$ cat src/rtl/rv32i_types.sv
// rv32i_types: shared word type, responder FSM states and byte-mask constant
package rv32i_types;
  typedef logic [31:0] rv32i_word;
  typedef enum logic [2:0] {IDLE, BUSY_A, BUSY_B, RESP_A, RESP_B} mem_port_state_t;
  localparam logic [3:0] MEM_WMASK_ALL = 4'hF;
endpackage

$ cat src/rtl/mem_port_responder_if.sv
// mem_port_responder_if: requester ports A/B plus the physical memory side
interface mem_port_responder_if;
  import rv32i_types::*;
  logic read_a;
  rv32i_word address_a;
  logic resp_a;
  rv32i_word rdata_a;
  logic read_b;
  logic write_b;
  rv32i_word address_b;
  rv32i_word wdata_b;
  logic [3:0] wmask_b;
  logic resp_b;
  rv32i_word rdata_b;
  logic pmem_read;
  logic pmem_write;
  rv32i_word pmem_address;
  rv32i_word pmem_wdata;
  logic [3:0] pmem_wmask;
  rv32i_word pmem_rdata;
  logic pmem_resp;
  modport slave (
    input read_a, address_a, read_b, write_b, address_b, wdata_b, wmask_b, pmem_rdata, pmem_resp,
    output resp_a, rdata_a, resp_b, rdata_b, pmem_read, pmem_write, pmem_address, pmem_wdata, pmem_wmask
  );
  modport master (
    output read_a, address_a, read_b, write_b, address_b, wdata_b, wmask_b, pmem_rdata, pmem_resp,
    input resp_a, rdata_a, resp_b, rdata_b, pmem_read, pmem_write, pmem_address, pmem_wdata, pmem_wmask
  );
endinterface

$ cat src/rtl/mem_port_fetch_buf.sv
// mem_port_fetch_buf: one-entry fetch buffer with tag compare (MEM_PORT_FETCH_BUF_EN)
`ifdef MEM_PORT_FETCH_BUF_EN
module mem_port_fetch_buf
  import rv32i_types::*;
(
  input  logic        clk,
  input  logic        rst,
  input  logic        fill,
  input  logic [31:2] fill_tag,
  input  rv32i_word   fill_data,
  input  logic        inval,
  input  logic [31:2] inval_tag,
  input  logic [31:2] lookup_tag,
  output logic        hit,
  output rv32i_word   data
);
  logic valid;
  logic [31:2] tag;
  assign hit = valid && lookup_tag == tag;
  always_ff @(posedge clk) begin
    if (rst) begin
      valid <= 1'b0;
      tag <= '0;
      data <= '0;
    end else if (fill) begin
      valid <= 1'b1;
      tag <= fill_tag;
      data <= fill_data;
    end else if (inval && inval_tag == tag) begin
      valid <= 1'b0;
    end
  end
endmodule
`endif

$ cat src/rtl/mem_port_responder.sv
// mem_port_responder: arbitrates fetch port A and data port B onto one pmem port, B first
// Optional one-entry fetch buffer enabled by defining MEM_PORT_FETCH_BUF_EN.
module mem_port_responder
  import rv32i_types::*;
#(
  parameter int TIMEOUT_CYCLES = 255,
  parameter int WM_W = 4
) (
  input  logic clk,
  input  logic rst,
  mem_port_responder_if.slave bus,
  output logic err_timeout
);
  localparam int CW = TIMEOUT_CYCLES > 255 ? $clog2(TIMEOUT_CYCLES + 1) : 8;
  mem_port_state_t state, nxt;
  rv32i_word addr_q, wdata_q, buf_data;
  logic [WM_W-1:0] mask_q;
  logic [CW-1:0] wait_q;
  logic wr_q, err_q, hit;
  logic req_b, busy;
  assign req_b = bus.read_b | bus.write_b;
  assign busy = state == BUSY_A || state == BUSY_B;
  assign bus.pmem_address = addr_q;
  assign bus.pmem_wdata = wdata_q;
  assign bus.pmem_wmask = mask_q;
  assign err_timeout = err_q | (busy && TIMEOUT_CYCLES != 0 && int'(wait_q) >= TIMEOUT_CYCLES - 1);
`ifdef MEM_PORT_FETCH_BUF_EN
  mem_port_fetch_buf u_fetch_buf (
    .clk        (clk),
    .rst        (rst),
    .fill       (state == BUSY_A && bus.pmem_resp),
    .fill_tag   (addr_q[31:2]),
    .fill_data  (bus.pmem_rdata),
    .inval      (state == IDLE && bus.write_b),
    .inval_tag  (bus.address_b[31:2]),
    .lookup_tag (bus.address_a[31:2]),
    .hit        (hit),
    .data       (buf_data)
  );
`else
  assign hit = 1'b0;
  assign buf_data = '0;
`endif
  always_ff @(posedge clk) begin
    if (rst) state <= IDLE;
    else state <= nxt;
  end
  always_comb begin
    nxt = state;
    bus.resp_a = state == RESP_A;
    bus.resp_b = state == RESP_B;
    bus.pmem_read = state == BUSY_A || (state == BUSY_B && !wr_q);
    bus.pmem_write = state == BUSY_B && wr_q;
    unique case (state)
      IDLE:    nxt = req_b ? BUSY_B : !bus.read_a ? IDLE : hit ? RESP_A : BUSY_A;
      BUSY_A:  nxt = bus.pmem_resp ? RESP_A : BUSY_A;
      BUSY_B:  nxt = bus.pmem_resp ? RESP_B : BUSY_B;
      default: nxt = IDLE;
    endcase
  end
  always_ff @(posedge clk) begin
    if (rst) begin
      addr_q <= '0;
      wdata_q <= '0;
      mask_q <= '0;
      wr_q <= 1'b0;
      wait_q <= '0;
      err_q <= 1'b0;
      bus.rdata_a <= '0;
      bus.rdata_b <= '0;
    end else begin
      if (state == IDLE && req_b) begin
        addr_q <= bus.address_b;
        wdata_q <= bus.wdata_b;
        mask_q <= bus.wmask_b;
        wr_q <= bus.write_b;
      end else if (state == IDLE && bus.read_a) begin
        addr_q <= bus.address_a;
        wr_q <= 1'b0;
      end
      wait_q <= !busy ? '0 : &wait_q ? wait_q : wait_q + 1'b1;
      err_q <= err_timeout;
      if (state == BUSY_A && bus.pmem_resp) bus.rdata_a <= bus.pmem_rdata;
      else if (state == IDLE && nxt == RESP_A) bus.rdata_a <= buf_data;
      if (state == BUSY_B && bus.pmem_resp && !wr_q) bus.rdata_b <= bus.pmem_rdata;
    end
  end
endmodule

$ cat src/flat_wrapper.sv
// flat-port wrapper written by rule: the top's interface ports become plain ports
module mem_port_responder_flat import rv32i_types::*;
#(
  parameter int TIMEOUT_CYCLES = 255,
  parameter int WM_W = 4
)
  (clk, rst, err_timeout, bus_read_a, bus_address_a, bus_read_b, bus_write_b, bus_address_b, bus_wdata_b, bus_wmask_b, bus_pmem_rdata, bus_pmem_resp, bus_resp_a, bus_rdata_a, bus_resp_b, bus_rdata_b, bus_pmem_read, bus_pmem_write, bus_pmem_address, bus_pmem_wdata, bus_pmem_wmask);
  mem_port_responder_if bus_i ();
  input  logic clk;
  input  logic rst;
  output logic err_timeout;
  input wire logic [$bits(bus_i.read_a)-1:0] bus_read_a;
  input wire logic [$bits(bus_i.address_a)-1:0] bus_address_a;
  input wire logic [$bits(bus_i.read_b)-1:0] bus_read_b;
  input wire logic [$bits(bus_i.write_b)-1:0] bus_write_b;
  input wire logic [$bits(bus_i.address_b)-1:0] bus_address_b;
  input wire logic [$bits(bus_i.wdata_b)-1:0] bus_wdata_b;
  input wire logic [$bits(bus_i.wmask_b)-1:0] bus_wmask_b;
  input wire logic [$bits(bus_i.pmem_rdata)-1:0] bus_pmem_rdata;
  input wire logic [$bits(bus_i.pmem_resp)-1:0] bus_pmem_resp;
  output wire logic [$bits(bus_i.resp_a)-1:0] bus_resp_a;
  output wire logic [$bits(bus_i.rdata_a)-1:0] bus_rdata_a;
  output wire logic [$bits(bus_i.resp_b)-1:0] bus_resp_b;
  output wire logic [$bits(bus_i.rdata_b)-1:0] bus_rdata_b;
  output wire logic [$bits(bus_i.pmem_read)-1:0] bus_pmem_read;
  output wire logic [$bits(bus_i.pmem_write)-1:0] bus_pmem_write;
  output wire logic [$bits(bus_i.pmem_address)-1:0] bus_pmem_address;
  output wire logic [$bits(bus_i.pmem_wdata)-1:0] bus_pmem_wdata;
  output wire logic [$bits(bus_i.pmem_wmask)-1:0] bus_pmem_wmask;
  assign bus_i.read_a = bus_read_a;
  assign bus_i.address_a = bus_address_a;
  assign bus_i.read_b = bus_read_b;
  assign bus_i.write_b = bus_write_b;
  assign bus_i.address_b = bus_address_b;
  assign bus_i.wdata_b = bus_wdata_b;
  assign bus_i.wmask_b = bus_wmask_b;
  assign bus_i.pmem_rdata = bus_pmem_rdata;
  assign bus_i.pmem_resp = bus_pmem_resp;
  assign bus_resp_a = bus_i.resp_a;
  assign bus_rdata_a = bus_i.rdata_a;
  assign bus_resp_b = bus_i.resp_b;
  assign bus_rdata_b = bus_i.rdata_b;
  assign bus_pmem_read = bus_i.pmem_read;
  assign bus_pmem_write = bus_i.pmem_write;
  assign bus_pmem_address = bus_i.pmem_address;
  assign bus_pmem_wdata = bus_i.pmem_wdata;
  assign bus_pmem_wmask = bus_i.pmem_wmask;
  mem_port_responder #(.TIMEOUT_CYCLES(TIMEOUT_CYCLES), .WM_W(WM_W)) u_core (.clk(clk), .rst(rst), .bus(bus_i), .err_timeout(err_timeout));
endmodule
$ cat config.mk
export PLATFORM = sky130hd
export DESIGN_NAME = mem_port_responder_flat
export DESIGN_NICKNAME = d
export VERILOG_FILES = /design/src/rtl/rv32i_types.sv /design/src/rtl/mem_port_responder_if.sv /design/src/rtl/mem_port_fetch_buf.sv /design/src/rtl/mem_port_responder.sv /design/src/flat_wrapper.sv
export SDC_FILE = /design/constraint.sdc
export NUM_CORES = 1
export LEC_CHECK = 0
export ABC_AREA = 0
export BUFFER_PORTS_ARGS = -buffer_cell sky130_fd_sc_hd__buf_2
export CAP_MARGIN = 25
export CELL_PAD_IN_SITES_DETAIL_PLACEMENT = 1
export CELL_PAD_IN_SITES_GLOBAL_PLACEMENT = 1
export CORE_ASPECT_RATIO = 1.2
export CORE_MARGIN = 3
export CORE_UTILIZATION = 30
export DETAILED_ROUTE_END_ITERATION = 8
export GPL_TIMING_DRIVEN = 0
export PLACE_DENSITY_LB_ADDON = 0.1
export SLEW_MARGIN = 20
export SYNTH_ARGS = -nofsm -noshare
export SYNTH_HDL_FRONTEND = slang
export SYNTH_SLANG_ARGS = --single-unit
$ cat constraint.sdc
create_clock -name clk -period 1.5 [get_ports clk]
set_input_delay 0.15 -clock clk [delete_from_list [all_inputs] [get_ports clk]]
set_output_delay 0.15 -clock clk [all_outputs]
set_load 0.03 [all_outputs]
==> Word-level counts from Yosys, hierarchy flattened <==
Index checks and enable logic that the tools add are counted.
{ "op_classes": {"addsub": 1, "order_cmp": 1, "n_eq_ne": 5, "muxes": 11, "bitwise": 3, "n_reduce_logical": 17} }
{ "op_table": {"columns": ["op", "count"], "rows": [
  ["$mux W32", 4],
  ["$eq A3 B2 Y1 const B", 3],
  ["$logic_and A1 B1 Y1", 9],
  ["$pmux W3 S3", 1],
  ["$add A8 B1 Y8 const B", 1],
  ["$ge A8 B8 Y1 const B", 1],
  ["$reduce_and A8 Y1", 1],
  ["$mux W3", 2],
  ["$reduce_bool A2 Y1", 2],
  ["$eq A3 B1 Y1 const B", 1],
  ["$eq A3 B3 Y1 const B", 1],
  ["$logic_not A3 Y1", 1],
  ["$mux W1", 3],
  ["$logic_or A1 B1 Y1", 2],
  ["$mux W2", 1],
  ["$or A1 B1 Y1", 2],
  ["$reduce_or A2 Y1", 1],
  ["$logic_not A1 Y1", 1],
  ["$not A1 Y1", 1]
]} }
{ "totals": {"register_bits": 145, "inputBits": 138, "out_inout_bits": 137} }

==> Depth between registers and ports, before layout <==
Gate-level depths: netlist of run 1.
{ "depth": {"ltp_word": 7, "depth_mapped": 6, "mapped_depth_nobuf": 5} }

==> Worst setup path before layout of run 1 <==
OpenSTA, ideal clock, no wires.
{ "synth_path": {"path_type": "reg-to-output", "start": "register u_core.state[0]", "end": "output port bus_resp_a", "t_arrival_ps": 1309, "required_time_ps": 1350, "slack_ps": 41, "stages_incl_launch_ff": 3, "n_path_buf": 1, "path_cell_list": "dfxtp_1 > buf_4 > nor3b_1"} }
{ "synth_via": {"elab_chain_cells": 1} }
{ "synth_rtl": {"columns": ["element", "line_no", "rtl"], "rows": [
  ["start: declaration", "mem_port_responder.sv:15", "mem_port_state_t state, nxt;"],
  ["start signal: assignment", "mem_port_responder.sv:46", "else state <= nxt;"],
  ["$eq A3 B2 Y1", "mem_port_responder.sv:50", "bus.resp_a = state == RESP_A;"],
  ["end: declaration", "flat_wrapper.sv:21", "output wire logic [$bits(bus_i.resp_a)-1:0] bus_resp_a;"]
]} }
No other way between the ends.

==> Worst setup path in the final report of run 1 <==
{ "layout_path": {"start": "register u_core.state[2]", "end": "output port bus_pmem_write"} }
{ "layout_via": {"elab_chain_cells": 2} }
{ "layout_rtl": {"columns": ["element", "line_no", "rtl"], "rows": [
  ["$eq A3 B2 Y1", "mem_port_responder.sv:53", "bus.pmem_write = state == BUSY_B && wr_q;"],
  ["$logic_and A1 B1 Y1", "mem_port_responder.sv:53", null],
  ["end: declaration", "flat_wrapper.sv:26", "output wire logic [$bits(bus_i.pmem_write)-1:0] bus_pmem_write;"]
]} }
No other way between the ends.

==> reports/qor.yml, run 1 <==
clocking:
  clock-sinks: 145
  cts_root_buf: "clkbuf_16"
  htreeDepth: 4
  cts_tree: "done"
  clock_path_buffers: 2
  cts_buffers: 17
  insertion_delay_ns: 0.42
  cts.clk_slew.worst_paths_ns: 0.06
global_routing:
  grt_antenna_before_repair: 4
  gr-total-overflow: 0
  grt_max_degree: 17
  grt_first_pass_wirelength_mm: 38.1
  grt_pass1_vias: 7256
  grt_usage_pct: 21.8
drt:
  antenna_left: 0
  drt_pass1_iterations: 4
  finalWirelength_mm: 24.6
  wl_per_cell_um: 17.9
  vias_per_cell: 4.99
  vias: 6845
  initialDrtViolationCount: 156
  remaining_drc_errors: 0
logic_synthesis:
  ys_types: 42
  async_flop_share_pct: 0
  synth_xor_area_share_pct: 0.431
  synth_mux_area_share_pct: 0
  syn_avg_cell_area_um2: 8.41
  synth-edff-count: 0
  synth_compound_area_share_pct: 24.8
  synthesis.area_um2: 6090
  ys_seq_area_share_pct: 47.7
  yosys.area.top_type_share_pct: 47.7
  synth_nets: 864
  yosys.area_share.simple_pct: 19.6
  synth_top_family_by_area: "compound AO/OA/AOI/OAI gates"
  synth_warnings: 0
  synth_area_leaders: "dfxtp_1 48%, a21oi_1 11%, o21ai_0 7.9%, nand3_1 5.9%, or4b_1 4.8%"
  synth_adder_area_share_pct: 0.411
  synthCells: 724
  synth-main-ff-cell: "dfxtp_1"
  yosys.area.top_type: "dfxtp_1"
  synth_seq_cells: 145
power_and_ir_drop:
  power_leakage_nw: 4.01
  vdd_drop_max_uv: 836
  total_power_mw: 11.0
  power_density_nw_per_um2: 1160
sta:
  min_period_ns: 1.66
  worst_pin_slew_ns: 0.773
  finalMaxSlewViolations: 0
  tns_ns: -1.02
  worst_clock_skew_ns: 0.0104
  timing.final.ws_setup_ns: -0.157
  setup_violations: 37
  max_slew_margin_pct: 48.5
  fin_crit_sh_pct: 110
  fmax_mhz: 603
  rsz0062_at_grt: "true"
  final_hold_viol_count: 0
outcome:
  failed_checks: "negative setup slack"
  status: "finished, violations left"
die:
  core_um2: 19800
  die_x_um: 136
  initial_core_util_pct: 30.8
  num_rows: 56
  die_h_um: 162
  io-pin-count: 275
  dieArea_um2: 22100
setup_path:
  critPathCaptureType: "output pin"
  critPathTopFamily: "buffers and inverters"
  worstSetupStartpointType: "flip-flop"
  cp_data_arrival_time_ns: 1.51
  cp_cell_sequence: "buf_8 -> nor3b_4 -> buf_6 -> and2_4 -> buf_6"
  critPathMaxStageDelay_ns: 0.34
  slowest_stage: "dfxtp_2"
  crit_buf_inv: 3
  cp_common_cell: "buf_6"
  path_class: "reg -> out"
  cp.required_ns: 1.35
  crit_path_max_fanout: 9
placement:
  gp_congestion: 0.754
  hpwl_mm: 17.9
  portBuffers: 272
final_layout:
  syn_to_final_growth_pct: 55.7
  drive_above_1_share_pct: 38.1
  fin_nets: 1237
run:
  max_cap_viol_count: 0
min_path:
  hold_path_class: "in -> reg"
## where the power goes
group	total, mW	switching, mW	internal, mW	leakage (nW)
clock network	4.01	1.73	2.28	0.263
registers	4.30	0.166	4.14	1.19
logic	2.73	1.69	1.04	2.56
total	11.0	3.59	7.46	4.01
## through the flow
step	instance area [um^2]	hold slack (ns)	util (%)	worst slack [ns]	instances
final	9480	0.0133	48.0	-0.157	1373
after global routing	9480	0.00816	48.0	-0.222	1373
after CTS	9270	0.000106	46.9	-0.185	1368
after detailed placement	7780	0.409	39.4	-0.180	1257
after global placement	7780	0.405	39.4	-0.173	1257
after floorplan	6090	0.286	-	0.0407	724
## flip-flops by register name (all words and copies together), names as in the netlist
name,count
u_core.bus.pmem_address,32
u_core.bus.pmem_wdata,32
u_core.bus.pmem_wmask,4
u_core.bus.rdata_a,32
u_core.bus.rdata_b,32
u_core.err_q,1
u_core.state,3
u_core.wait_q,8
u_core.wr_q,1
## tightest hold or removal path: cells and delay by family
kind                   cells  cell delay, ns
buffers and inverters      1            0.12
AND/OR/NAND/NOR            1            0.06
AO/OA/AOI/OAI              1            0.05
## layer usage
layer	track usage, %	up-vias	share of wire [%]	wire length [um]
met5	0	-	0.077	19
met1	23.7	3188	39	9680
met3	7.47	45	7.6	1870
met2	39.5	228	51	12500
met4	6.69	4	2.4	591
li1	-	3380	-	-
## worst paths after layout
check | from | end | slack [ns] | cells past startpoint
max | u_core.state[2] | bus_pmem_write | -0.16 | 5
min | bus_pmem_rdata[18] | u_core.bus.rdata_b[18] | 0.01 | 3
max reg2reg | u_core.state[0] | u_core.bus.pmem_wdata[17] | -0.07 | 6
min reg2reg | u_core.bus.rdata_a[3] | u_core.bus.rdata_a[3] | 0.45 | 2
## final cells by class
cell class | count | area [um^2]
Antenna cell | 2 | 5.00
Buffer | 78 | 526
Clock buffer | 19 | 433
Clock inverter | 13 | 113
Fill cell | 2485 | 10300
Inverter | 4 | 15.0
Multi-Input combinational cell | 496 | 2960
Sequential cell | 145 | 2920
Tap cell | 261 | 327
Timing Repair Buffer | 355 | 2190
## kinds of logic after synthesis
group                    after synthesis
buffers and inverters                 83
adder cells (fa/ha/maj)                2
flip-flops                           145
XOR/XNOR                               3
AND/OR/NAND/NOR                      209
AO/OA/AOI/OAI                        282
## Yosys cell counts, types with 2 or more instances
master,n
a211oi_1,34
o21ai_1,6
xor2_1,2
ha_1,2
nand3_1,72
dfxtp_1,145
clkbuf_2,2
buf_4,3
or4b_1,29
o21ai_0,96
nand4_1,2
clkbuf_1,44
or4b_2,3
nor3b_1,5
nor4_1,2
buf_2,18
nand2_1,69
buf_6,11
and3_1,3
nor2b_1,2
or3_1,3
a21oi_1,139
nor3_1,6
nor2_1,2
a31oi_1,4
inv_1,4
## layout by cell type (no fill, tap or decap), types with 3 or more instances in the layout
cell / instances
buf_2: 275
a21oi_1: 138
dfxtp_1: 137
nand3_1: 71
nand2_1: 69
dlygate4sd3_1: 67
o21ai_0: 43
a211oi_1: 34
clkbuf_1: 32
o21ai_1: 30
or4b_1: 29
o21ai_2: 28
buf_4: 22
buf_6: 20
clkbuf_16: 17
clkbuf_2: 10
buf_8: 6
nor3_1: 6
clkinv_2: 5
a31oi_1: 4
dfxtp_4: 4
dfxtp_2: 4
inv_1: 3
nor3b_2: 3
clkbuf_4: 3
or3_1: 3
or4b_2: 3
clkinvlp_4: 3
## repair_timing
action	in CTS	in global routing
setup buffers	12	4
resized for setup	91	89
endpoints found under the hold margin	86	0
pin swaps	4	5
setup endpoints to repair	128	128
hold buffers	67	0
Power figures use the tool's default switching activity.
==> run 2: changes to the inputs <==
--- a/config.mk
+++ b/config.mk
@@ -15,7 +15,7 @@
 export CORE_UTILIZATION = 30
 export DETAILED_ROUTE_END_ITERATION = 8
 export GPL_TIMING_DRIVEN = 0
-export PLACE_DENSITY_LB_ADDON = 0.1
+export PLACE_DENSITY = 0.78
 export SLEW_MARGIN = 20
 export SYNTH_ARGS = -nofsm -noshare
 export SYNTH_HDL_FRONTEND = slang
==> reports/qor.yml, run 2 (synthesis gave the netlist of run 1 again) <==
die:
  die_x_um: 136
  initial_core_util_pct: 30.8
  dieArea_um2: 22100
  die_h_um: 162
  core_um2: 19800
  num_rows: 56
  io-pin-count: 275
drt:
  vias: 7025
  vias_per_cell: 5.12
  finalWirelength_mm: 25.5
  antenna_left: 0
  wl_per_cell_um: 18.6
  initialDrtViolationCount: 206
  drt_pass1_iterations: 4
  remaining_drc_errors: 0
global_routing:
  gr-total-overflow: 0
  grt_pass1_vias: 7570
  grt_max_degree: 17
  grt_first_pass_wirelength_mm: 40.0
  grt_antenna_before_repair: 2
  grt_usage_pct: 22.8
setup_path:
  path_class: "reg -> out"
  cp.required_ns: 1.35
  cp_data_arrival_time_ns: 1.51
  worstSetupStartpointType: "flip-flop"
  crit_path_max_fanout: 6
  critPathCaptureType: "output pin"
sta:
  worst_clock_skew_ns: 0.0150
  tns_ns: -0.929
  worst_pin_slew_ns: 0.652
  timing.final.ws_setup_ns: -0.158
  min_period_ns: 1.66
  setup_violations: 22
  max_slew_margin_pct: 56.5
  fin_crit_sh_pct: 111
  fmax_mhz: 603
  final_hold_viol_count: 0
  finalMaxSlewViolations: 0
  rsz0062_at_grt: "true"
clocking:
  insertion_delay_ns: 0.42
  cts.clk_slew.worst_paths_ns: 0.07
  clock_path_buffers: 2
  cts_tree: "done"
  htreeDepth: 4
  cts_root_buf: "clkbuf_16"
  cts_buffers: 17
  clock-sinks: 145
final_layout:
  fin_nets: 1236
  fin_area_um2: 9450
  layout_common_cells: "279 x buf_2, 138 x dfxtp_1, 137 x a21oi_1"
  fill_cells: 2425
  drive_above_1_share_pct: 35.8
  syn_to_final_growth_pct: 55.2
  layout.cells.most_common: "buf_2"
  stdcell_count: 1372
placement:
  portBuffers: 272
  gp_congestion: 0.811
  dpl_cell_area_um2: 7780
  placed_cells: 1257
  dpl_worst_slack_ns: -0.202
  hpwl_mm: 18.1
power_and_ir_drop:
  comb_power_share_pct: 22.8
  switching_share_pct: 31.4
  power_density_nw_per_um2: 1220
  power_leakage_nw: 4.01
  clkPwrFrac_pct: 39.9
  vdd_drop_max_uv: 748
  power.switching_mw: 3.62
  total_power_mw: 11.5
  p_seq_share_pct: 37.3
  internal-power_mw: 7.90
outcome:
  failed_checks: "negative setup slack"
  status: "finished, violations left"
run:
  max_cap_viol_count: 0
min_path:
  hold_path_class: "in -> reg"
==> run 2: final timing paths <==
check | end | depth (start not counted) | from | slack (ns)
min reg2reg | u_core.bus.rdata_a[26] | 2 | u_core.bus.rdata_a[26] | 0.45
min | u_core.bus.pmem_address[28] | 3 | bus_address_b[28] | 0.08
max reg2reg | u_core.bus.rdata_b[15] | 4 | u_core.state[0] | -0.05
max | bus_pmem_write | 5 | u_core.state[1] | -0.16
==> run 2: area by class of cell <==
cell class	count	area [um^2]	area share (%)
inverter	4	15.0	0.159
buffer	79	500	5.29
multi-input combinational	496	2870	30.4
tap	261	327	3.45
timing repair buffer	353	2180	23.0
clock inverter	12	169	1.79
antenna	2	5.00	0.0529
sequential	145	2920	30.9
clock buffer	20	467	4.94
==> run 2: power groups by stage <==
stage / Combinational [mW] / Clock, mW / Sequential [mW]
2_1_floorplan: 0.924 / 0 / 4.89
3_3_place_gp: 2.28 / 0 / 4.36
3_5_place_dp: 2.31 / 0 / 4.37
4_1_cts: 2.53 / 4.71 / 4.29
5_1_grt: 2.85 / 4.89 / 4.33
6_report: 2.62 / 4.60 / 4.30
==> run 2: repair_timing <==
item / 4_1_cts / 5_1_grt
gates resized for setup: 48 / 57
hold endpoints to repair: 92 / 0
hold buffers: 68 / 0
endpoints found under the setup margin: 129 / 124
gates cloned: 1 / 0
pin swaps: 3 / 6
buffers inserted: 4 / 8
==> run 2: metal layers <==
metal / up-vias / wire (um) / track usage, %
met1: 3334 / 9670 / 24.1
met2: 257 / 13100 / 41.4
met5: - / 0 / 0
li1: 3371 / - / -
met4: 0 / 1010 / 10.0
met3: 63 / 1770 / 6.91
==> run 2: stage by stage <==
stage	utilization (%)	hold WS, ns
6_report	47.8	0.0838
5_1_grt	47.8	0.0745
4_1_cts	46.8	0.0633
3_5_place_dp	39.4	0.410
3_3_place_gp	39.4	0.405
2_1_floorplan	-	0.286
==> run 2: critical path, stage by stage (launching register included) <==
cell,delay (ns)
dfxtp_4,0.37
buf_6,0.13
nor3b_4,0.22
buf_6,0.12
and2_4,0.13
buf_6,0.13
